`src/rtl/lsu_ctrl.sv`:
```
// Load/store unit: turns an ALU effective address plus rs2/funct3 into a single
// data-memory handshake with byte lanes, then returns extended load data.
module lsu_ctrl #(
  parameter int unsigned TIMEOUT_CYCLES = 255,
  parameter int unsigned ADDR_W         = 32
) (
  input  logic              clk_i,
  input  logic              rst_i,
  input  logic              req_valid_i,
  output logic              req_ready_o,
  input  logic              req_we_i,
  input  logic [2:0]        req_funct3_i,
  input  logic [ADDR_W-1:0] req_addr_i,
  input  logic [31:0]       req_wdata_i,
  output logic              mem_req_o,
  output logic              mem_we_o,
  output logic [ADDR_W-1:0] mem_addr_o,
  output logic [3:0]        mem_be_o,
  output logic [31:0]       mem_wdata_o,
  input  logic              mem_ack_i,
  input  logic [31:0]       mem_rdata_i,
  output logic              rsp_valid_o,
  output logic [31:0]       rsp_data_o,
  output logic              rsp_err_o
);

  typedef enum logic [1:0] {
    S_IDLE,
    S_BUSY,
    S_RESP,
    S_ERR
  } state_t;

  state_t      state, state_nxt;
  logic [7:0]  cnt;
  logic        we_q;
  logic [2:0]  funct3_q;
  logic [1:0]  off_q;
  logic [31:0] rsp_data_q;

  logic        legal;
  logic        aligned;
  logic        accept;
  logic        hit_limit;
  logic [3:0]  be_calc;
  logic [31:0] wdata_calc;
  logic [31:0] rd_shifted;
  logic [31:0] rd_ext;

  // Request decode: legality, alignment and lane placement from the raw request.
  always_comb begin
    legal = 1'b0;
    if (req_we_i) begin
      legal = (req_funct3_i == 3'b000) || (req_funct3_i == 3'b001) ||
              (req_funct3_i == 3'b010);
    end else begin
      legal = (req_funct3_i == 3'b000) || (req_funct3_i == 3'b001) ||
              (req_funct3_i == 3'b010) || (req_funct3_i == 3'b100) ||
              (req_funct3_i == 3'b101);
    end

    aligned = 1'b1;
    if (req_funct3_i[1:0] == 2'b01) begin
      aligned = ~req_addr_i[0];
    end else if (req_funct3_i[1:0] == 2'b10) begin
      aligned = (req_addr_i[1:0] == 2'b00);
    end

    be_calc    = 4'b1111;
    wdata_calc = req_wdata_i;
    case (req_funct3_i[1:0])
      2'b00: begin
        be_calc    = 4'b0001 << req_addr_i[1:0];
        wdata_calc = {4{req_wdata_i[7:0]}};
      end
      2'b01: begin
        be_calc    = req_addr_i[1] ? 4'b1100 : 4'b0011;
        wdata_calc = {2{req_wdata_i[15:0]}};
      end
      default: begin
        be_calc    = 4'b1111;
        wdata_calc = req_wdata_i;
      end
    endcase
  end

  // Halfwords are always even-aligned here, so a byte-granular shift covers both sizes.
  always_comb begin
    rd_shifted = mem_rdata_i >> {off_q, 3'b000};
    case (funct3_q)
      3'b000:  rd_ext = {{24{rd_shifted[7]}}, rd_shifted[7:0]};
      3'b100:  rd_ext = {24'd0, rd_shifted[7:0]};
      3'b001:  rd_ext = {{16{rd_shifted[15]}}, rd_shifted[15:0]};
      3'b101:  rd_ext = {16'd0, rd_shifted[15:0]};
      default: rd_ext = rd_shifted;
    endcase
  end

  assign accept    = (state == S_IDLE) && req_valid_i;
  assign hit_limit = (cnt == 8'(TIMEOUT_CYCLES - 1));

  always_comb begin
    state_nxt = state;
    case (state)
      S_IDLE: begin
        if (req_valid_i) begin
          state_nxt = (legal && aligned) ? S_BUSY : S_ERR;
        end
      end
      S_BUSY: begin
        if (mem_ack_i) begin
          state_nxt = S_RESP;
        end else if (hit_limit) begin
          state_nxt = S_ERR;
        end
      end
      S_RESP:  state_nxt = S_IDLE;
      S_ERR:   state_nxt = S_IDLE;
      default: state_nxt = S_IDLE;
    endcase
  end

  always_ff @(posedge clk_i or posedge rst_i) begin
    if (rst_i) begin
      state <= S_IDLE;
    end else begin
      state <= state_nxt;
    end
  end

  always_ff @(posedge clk_i or posedge rst_i) begin
    if (rst_i) begin
      cnt         <= '0;
      we_q        <= 1'b0;
      funct3_q    <= '0;
      off_q       <= '0;
      rsp_data_q  <= '0;
      mem_we_o    <= 1'b0;
      mem_addr_o  <= '0;
      mem_be_o    <= '0;
      mem_wdata_o <= '0;
    end else begin
      if (accept && legal && aligned) begin
        cnt         <= '0;
        we_q        <= req_we_i;
        funct3_q    <= req_funct3_i;
        off_q       <= req_addr_i[1:0];
        rsp_data_q  <= '0;
        mem_we_o    <= req_we_i;
        mem_addr_o  <= {req_addr_i[ADDR_W-1:2], 2'b00};
        mem_be_o    <= be_calc;
        mem_wdata_o <= wdata_calc;
      end else if (state == S_BUSY) begin
        if (mem_ack_i) begin
          rsp_data_q <= we_q ? '0 : rd_ext;
          mem_we_o   <= 1'b0;
          mem_be_o   <= '0;
        end else if (hit_limit) begin
          mem_we_o <= 1'b0;
          mem_be_o <= '0;
        end else begin
          cnt <= cnt + 8'd1;
        end
      end
    end
  end

  // Handshake outputs decode straight from state so an async reset drops them at once.
  assign req_ready_o = (state == S_IDLE) && !rst_i;
  assign mem_req_o   = (state == S_BUSY);
  assign rsp_valid_o = (state == S_RESP) || (state == S_ERR);
  assign rsp_err_o   = (state == S_ERR);
  assign rsp_data_o  = (state == S_RESP) ? rsp_data_q : '0;

endmodule

```
`config.mk`:
```
export PLATFORM = sky130hd
export DESIGN_NAME = lsu_ctrl
export DESIGN_NICKNAME = d
export VERILOG_FILES = /design/src/rtl/lsu_ctrl.sv
export SDC_FILE = /design/constraint.sdc
export NUM_CORES = 1
export LEC_CHECK = 0
export CAP_MARGIN = 20
export CORE_ASPECT_RATIO = 1.25
export CORE_MARGIN = 2
export CORE_UTILIZATION = 45
export DETAILED_ROUTE_END_ITERATION = 8
export GPL_ROUTABILITY_DRIVEN = 0
export GPL_TIMING_DRIVEN = 0
export PLACE_DENSITY = 0.8
export SLEW_MARGIN = 20
export SYNTH_ARGS = -nofsm -noshare
export SYNTH_HDL_FRONTEND = slang
export SYNTH_SLANG_ARGS = --single-unit
```
`constraint.sdc`:
```
create_clock -name clk_i -period 4.8 [get_ports clk_i]
set_input_delay 0.96 -clock clk_i [delete_from_list [all_inputs] [get_ports clk_i]]
set_output_delay 0.96 -clock clk_i [all_outputs]
set_load 0.005 [all_outputs]
```
==> summary by stage, run 1 <==
Status
The run finished with clean final reports.

Layout
The number of fillers in the final layout is 962. The count of nets after finishing is 931. The number of antenna diodes in the final layout is 0. The post-route netlist has 8.23% of its cells at a drive strength greater than 1. Measured on the finished design, the core utilization comes to 69.8%.

The total area of multi-input combinational cells is 0.00257 sq mm. The post-synthesis to final-layout area growth is 50.4%. Once layout is complete, the cells apart from fillers number 1002. Summing all flip-flop and latch instances after layout gives 0.00288 sq mm.

Detailed routing
The sum of met2 wire segment lengths after detailed routing is 9.18 mm. In the routed design, unresolved DRC markers number 0. The via count of the routed design is 5340. Once detail routing completed, the nets flagged for antenna violations numbered 0.

After the first detailed-routing iteration, the DRC count stood at 244. The iteration count of the initial detailed-routing pass is 4. The routed wire length is 17.9 mm.

Routed signal wires occupy layers up through met4. After detailed routing, the average wire length per cell comes to 17.8 microns. The met1 routed wirelength after detailed routing is 6.77 mm. The detailed route wirelength on metal3 is 1.57 mm. Using the TritonRoute via totals, the vias-per-cell ratio works out to 5.33.

STA
After layout, the worst path uses 70.5% of the clock period. The measured slew at the worst slew-check pin is 0.849 ns. The minimum clock period after layout is 3.38 ns.

The worst hold-check slack is 0.478 ns. The worst relative slew slack is 43.2%. Clock skew on the completed layout was measured at 0.0106 ns. After layout, the worst setup slack is 1.42 ns. The final number of setup-violating endpoints is 0. The total count of max-transition violations in the final report is 0. Setup repair after global routing left no endpoint under its margin. The final number of hold-violating endpoints is 0. Timing would allow up to 295 MHz.

Power
The internal power of the cells totals 3.31 mW. The peak ir drop on the vdd network is 0.347 mV. Sequential cells burn 34.0% of the power. The areal power density over the cells is 578 mW/mm^2. The logic gate share of total power is 41.4%. The switching component of the power is 1.65 mW. The leakage power total is 3.84 nW.

The switching fraction of total power is 33.2%. The clock network fraction of total power is 24.7%.

GRT
The first-pass GRT wire length is 28.4 mm. The number of global-route vias before repair was 5646. The initial antenna violation count came to 0. The total grt overflow is 0. Global routing used 26.8% of the available tracks across all layers.

The largest net degree at the start of global routing is 62.

Worst hold path
For hold timing, the worst endpoint is mem_wdata_o[10]$_DFFE_PP0P_. The start point of the worst min-delay path is mem_wdata_o[10]$_DFFE_PP0P_. The worst hold path belongs to the class flop to flop. The worst hold path passes through 2 cells.

Clock network
Clock tree synthesis inserted a total of 17 buffers. The maximum root-to-sink buffer count is 2. The CTS tree is built. The H-tree was split into 4 levels. The number of instances resized during post-cts repair is 0. The clock root buffer is sky130_fd_sc_hd__clkbuf_16. The count of hold-fix buffers inserted at cts is 0. The number of buffers added for setup after CTS is 0.

CTS saw 115 sinks. Clock latency on the worst-skew pair, taken at its later pin, is 0.41 ns. After clock tree synthesis, the clock-pin slew on the worst setup and hold paths is 0.05 ns.

Critical path
Of all nets on the critical path, the largest fanout is 10. The depth of the most critical reg-to-reg path is 5. The setup check on the worst reg-to-reg path leaves a slack of 2.81 ns. STA classifies the critical path endpoint as an output pin. On the worst path, the slowest cell contributes a delay of 0.51 ns. The data required time at the worst endpoint is 3.84 ns. The family of cells with the greatest summed delay on the critical path is buffers and inverters. The critical path class is flop to output pin. STA puts the critical path data arrival time at 2.42 ns. The signal on the critical path passes through buf_2, nor2b_1, clkbuf_1, and2_1, clkdlybuf4s50_1. The capture point of the worst reg-to-reg path is rsp_data_q[30]$_DFFE_PP0P_. The worst setup path is launched from a flop.

The number of buffers and inverters on the critical path is 3. The master of the slowest instance on the critical path is sky130_fd_sc_hd__clkdlybuf4s50_1. The critical register-to-register path startpoint is state[1]$_DFFE_PP0P_.

Die
The die covers 0.0136 sq mm. The area of the core is 0.0123 sq mm. The count of standard-cell rows is 45. The chip height is 130 microns. In this run the horizontal extent of the chip is 105 microns. The initial standard-cell utilization of the core is 46.4%. 209 I/O pins were placed.

Place
In this run the tool buffered the top-level ports with 205 buffer cells. Summed over all nets, the half-perimeter wirelength after detailed placement is 13.4 mm. Prior to clock tree synthesis, the placed netlist has a worst setup slack of 1.70 ns. The instance count after placement with tap cells included is 970.

Synthesis
The mapped netlist covers 0.00570 sq mm. After synthesis, the share of flip-flops with an asynchronous set or reset is 100%. The number of different library cells in the post-synthesis netlist is 49. The post-synthesis area per instance is 9.51 sq um. Counting instances in the post-synthesis netlist gives the leading cell types as 164 x sky130_fd_sc_hd__nand2_1, 115 x sky130_fd_sc_hd__dfrtp_1, 43 x sky130_fd_sc_hd__mux2i_1. The number of warning messages in the yosys log is 0. Sequential cells were found to cover 50.5% of the synthesized design area. The register bit total from synthesis is 115. For this run, the leading register cell type out of synthesis is sky130_fd_sc_hd__dfrtp_1. By area the synthesized netlist is led by sky130_fd_sc_hd__dfrtp_1 50%, sky130_fd_sc_hd__nand2_1 11%, sky130_fd_sc_hd__mux2i_1 7.6%. Yosys instantiated no cell more often than sky130_fd_sc_hd__nand2_1. The top cell type's share of synthesized area is 50.5%. The cell count after synthesis is 599. The library cell with the largest summed area after synthesis is sky130_fd_sc_hd__dfrtp_1. The number of enable-type register cells in the synthesized netlist is 0.

Flow run
The number of max-capacitance violations reported is 0.
==> worst reg2reg max path: stages, from the launching register on <==
cell and delay (ns):
sky130_fd_sc_hd__dfrtp_1 0.37, sky130_fd_sc_hd__buf_2 0.17, sky130_fd_sc_hd__nor4bb_1 0.42, sky130_fd_sc_hd__nand3_1 0.18, sky130_fd_sc_hd__nor2_1 0.52, sky130_fd_sc_hd__a221o_1 0.26
==> cells in the final DEF (no fill, tap or decap), drive strengths merged, types with 2 or more instances in the layout <==
cell             n
a211oi           5
a21oi           29
a221o           16
a221oi           2
and2            33
buf             19
bufinv           2
clkbuf          47
clkdlybuf4s50  205
clkinv           7
clkinvlp         4
conb             2
dfrtp          115
ha               2
inv              6
mux2             9
mux2i           43
nand2          164
nand3            4
nand3b           8
nor2            31
nor2b            4
nor3             3
nor4             3
o21ai           38
o22ai            2
o2bb2ai         15
xnor2            3
xor2             2
==> registers in the layout (all words and copies together), names as in the netlist <==
register / cells
mem_wdata_o: 32
mem_addr_o: 30
rsp_data_q: 32
off_q: 2
state: 2
mem_we_o: 1
we_q: 1
cnt: 8
funct3_q: 3
mem_be_o: 4
==> how the worst max path moves through the flow <==
| stage | from | endpoint | slack, ns | depth (start not counted) |
|---|---|---|---|---|
| global placement | rst_i | mem_wdata_o[29]$_DFFE_PP0P_ | -0.76 | 2 |
| global route | state[1]$_DFFE_PP0P_ | rsp_data_o[11] | 1.33 | 5 |
| finish | state[1]$_DFFE_PP0P_ | rsp_data_o[11] | 1.42 | 5 |
| CTS | state[1]$_DFFE_PP0P_ | rsp_data_o[11] | 1.39 | 5 |
| detailed placement | rst_i | req_ready_o | 1.70 | 3 |
| floorplan | rst_i | cnt[0]$_DFFE_PP0P_ | 0.80 | 1 |
==> routing by layer <==
layer  vias to the layer above  global-route usage [%]
met1                      2606                    29.1
met2                       223                    48.2
li1                       2488                       -
met5                         -                       0
met3                        23                    10.0
met4                         0                    9.65
==> power by group through the flow <==
stage          Combinational (mW)  Clock, mW  Sequential [mW]
2_1_floorplan               0.960          0             1.65
3_3_place_gp                 1.98          0             1.66
3_5_place_dp                 2.04          0             1.69
4_1_cts                      2.06       1.23             1.68
5_1_grt                      2.24       1.28             1.73
6_report                     2.05       1.22             1.68
==> stage by stage <==
stage | cell area, sq um | setup TNS [ns] | power (mW)
global route | 8570 | 0 | 5.25
global placement | 7960 | -86.43 | 3.64
CTS | 8570 | 0 | 4.97
floorplan | 5700 | 0 | 2.61
detailed placement | 7990 | 0 | 3.73
finish | 8570 | 0 | 4.96
==> cells by family (layout without fill, tap and decap cells) <==
logic type	Yosys count	after routing	synth area share (%)
adder cells (fa/ha/maj)	2	2	0.439
buffers and inverters	52	290	4.41
other	1	2	0.0658
AND/OR/NAND/NOR	259	259	20.6
AO/OA/AOI/OAI	112	112	13.5
multiplexers	53	53	9.73
flip-flops	115	115	50.5
XOR/XNOR	5	5	0.769
==> final cells by class <==
| cell class | count | share of cell area (%) |
|---|---|---|
| Tap cell | 164 | 2.39 |
| Clock buffer | 19 | 5.17 |
| Inverter | 6 | 0.321 |
| Timing Repair Buffer | 206 | 24.3 |
| Multi-Input combinational cell | 433 | 30.0 |
| Buffer | 46 | 2.67 |
| Sequential cell | 115 | 33.6 |
| Clock inverter | 13 | 1.59 |
Note: power is estimated with default switching activity, not from simulation.
==> inputs of run 2 (changes only) <==
==> constraint.sdc (replaced) <==
create_clock -name clk_i -period 3.45 [get_ports clk_i]
set_input_delay 0.69 -clock clk_i [delete_from_list [all_inputs] [get_ports clk_i]]
set_output_delay 0.69 -clock clk_i [all_outputs]
set_load 0.005 [all_outputs]
==> summary by stage, run 2 (synthesis gave the netlist of run 1 again) <==
Status
The flow ran to the end, and the final reports show no timing, DRC or antenna violations.

Die
The floorplan step defined a die boundary enclosing 0.0136 sq mm. The count of standard-cell rows is 45. For this design the top-level I/O count stands at 209. In this run the horizontal extent of the chip is 105 microns. Once the floorplan was initialized, standard cells occupied 46.4% of the core. The chip height is 130 microns.

The region available for standard cell placement spans 0.0123 sq mm.

STA
The worst setup margin is 0.327 ns. The tightest hold path in the finished design has a slack of 0.472 ns. The minimum clock period after layout is 3.12 ns. The final number of hold-violating endpoints is 0.

Setup violations remaining at the end of the flow were counted as 0. In the final timing run, aggregate negative setup slack is 0 ns. The final critical path takes up 90.5% of the cycle. The measured slew at the worst slew-check pin is 0.853 ns. The total count of max-transition violations in the final report was 0. The worst clock skew is 0.00728 ns. The worst relative slew slack is 42.9%. Based on the critical path, the design can be clocked at up to 320 MHz. Setup repair after global routing left no endpoint under its margin.

Clock network
The clock reaches the later pin of the worst-skew pair after 0.41 ns. The CTS tree is built. CTS saw 115 sinks. The number of buffers added for setup after CTS is 0. The clock root buffer is sky130_fd_sc_hd__clkbuf_16.

The number of gates resized after CTS was 0. The number of clock buffers inserted by TritonCTS is 17. The number of hold buffers added after CTS was 0. The maximum root-to-sink buffer count is 2. The clock slew at the register clock pins of the worst setup and hold paths is 0.05 ns.

CTS built an H-tree with a depth of 4.

Place
The count of buffers added on input and output ports is 205. The post-place setup slack is 0.726 ns. Once detailed placement completed, the half-perimeter wirelength came to 13.2 mm.

Layout
The most common library cell in the layout ignoring fill and taps is sky130_fd_sc_hd__clkdlybuf4s50_1. After filler insertion, the fill cell instance count of the layout stands at 914. In the final design database the tool counted 934 nets. The total inserted antenna cells is 0.

In the layout the commonest cells are 205 x sky130_fd_sc_hd__clkdlybuf4s50_1, 164 x sky130_fd_sc_hd__nand2_1, 115 x sky130_fd_sc_hd__dfrtp_1. Of the cells placed in the final design, the portion with a size suffix greater than 1 is 8.33%. The post-synthesis to final-layout area growth is 52.4%. In the final layout, the registers with the most flip-flops are mem_wdata_o (32), rsp_data_q (32), mem_addr_o (30).

Worst hold path
The path with the worst hold slack has its endpoint at mem_addr_o[30]$_DFFE_PP0P_. The class of the worst hold path is flop to flop. In this run the most critical hold path is launched from mem_addr_o[30]$_DFFE_PP0P_. Counting instances, the worst hold path has a depth of 2.

Flow run
The number of max-capacitance violations reported is 0.

GRT
For met3 alone, demand over resource in global routing was 8.74%. The highest-utilization routing layer at the global route stage is met2. The first global-routing pass estimated 28.7 mm of wire. Entering global routing, the biggest net connects 30 pins.

The number of global-route vias before repair is 5618. The global-route usage over all layers is 26.8%. For this run the aggregate overflow at the end of global routing stands at 0.

The met2 track demand over resource is 47.3%. The initial antenna violation count was 0. The met1 routing resource usage after global routing is 30.3%.

Critical path
The data required time at the worst endpoint is 2.76 ns. The element type at the critical path end is an output pin. The worst setup path is launched from a flop. The critical path class is flop to output pin. The top fanout value on the critical path is 10.

Traced cell by cell, the critical path runs through buf_2, nor2b_1, clkbuf_1, and2_1, clkdlybuf4s50_1. The critical register-to-register path startpoint is funct3_q[0]$_DFFE_PP0P_. The capture point of the worst reg-to-reg path is rsp_data_q[12]$_DFFE_PP0P_. The register-to-register setup slack is 1.48 ns. The largest single stage delay on the critical path is 0.51 ns. Data arrives at the worst endpoint at 2.43 ns. For the worst flop-to-flop path, the logic depth is 6.

The largest individual stage delay along the critical path comes from the cell sky130_fd_sc_hd__clkdlybuf4s50_1.

Detailed routing
After detailed routing, the average wire length per cell comes to 17.5 microns. The iteration count of the initial detailed-routing pass is 4. The detailed router placed 5308 vias in this run. After detailed routing, the number of vias per cell comes to 5.29. After the first detailed-routing iteration, the DRC count stood at 287.

For this run, design rule violations remaining after detail routing come to 0. In this run the remaining antenna-violating nets after routing total 0. The routed wire length is 17.6 mm.

Power
Summed over all cells, the static leakage comes to 3.89 nW. The peak ir drop on the vdd network is 0.499 mV. For this design the ratio of total power to cell area is 814 mW/mm^2.
run 2: power by group:
part	internal, mW	switching [mW]
Clock	1.28	0.602
Sequential	1.97	0.363
Combinational	1.56	1.29
Total	4.81	2.26
run 2: how the worst max path moves through the flow:
stage / depth (start not counted) / to / start
after floorplan: 1 / cnt[0]$_DFFE_PP0P_ / rst_i
after global placement: 2 / mem_wdata_o[0]$_DFFE_PP0P_ / rst_i
after detailed placement: 7 / rsp_data_q[18]$_DFFE_PP0P_ / mem_ack_i
after CTS: 5 / rsp_data_o[5] / state[1]$_DFFE_PP0P_
after global routing: 5 / rsp_data_o[5] / state[1]$_DFFE_PP0P_
final: 5 / rsp_data_o[11] / state[1]$_DFFE_PP0P_
run 2: layer usage:
metal | vias up | routed length, microns | share of wire (%)
met5 | - | 0 | 0
met4 | 0 | 372 | 2.1
met3 | 32 | 1410 | 8.0
met2 | 216 | 8910 | 51
met1 | 2561 | 6850 | 39
li1 | 2499 | - | -
run 2: cell type report:
cell class | instances | area (sq um) | area share [%]
buffer | 46 | 229 | 2.64
clock buffer | 23 | 488 | 5.62
clock inverter | 8 | 149 | 1.71
inverter | 6 | 26.3 | 0.302
multi-input combinational | 433 | 2570 | 29.6
sequential | 115 | 2880 | 33.1
tap | 164 | 205 | 2.36
timing repair buffer | 209 | 2140 | 24.6
run 2: through the flow:
stage | std cells | power [mW] | area, sq um | util [%]
floorplan | 600 | 3.64 | 5710 | -
global placement | 969 | 5.07 | 7960 | 64.9
detailed placement | 973 | 5.17 | 8050 | 65.6
CTS | 1004 | 7.11 | 8690 | 70.8
global route | 1004 | 7.50 | 8690 | 70.8
finish | 1004 | 7.07 | 8690 | 70.8
run 2: critical path, delay by kind of cell, from the launching register on:
| family | cells | cell delay, ns |
|---|---|---|
| buffers and inverters | 3 | 1.10 |
| DFF | 1 | 0.33 |
| and+or+nand+nor | 2 | 0.59 |
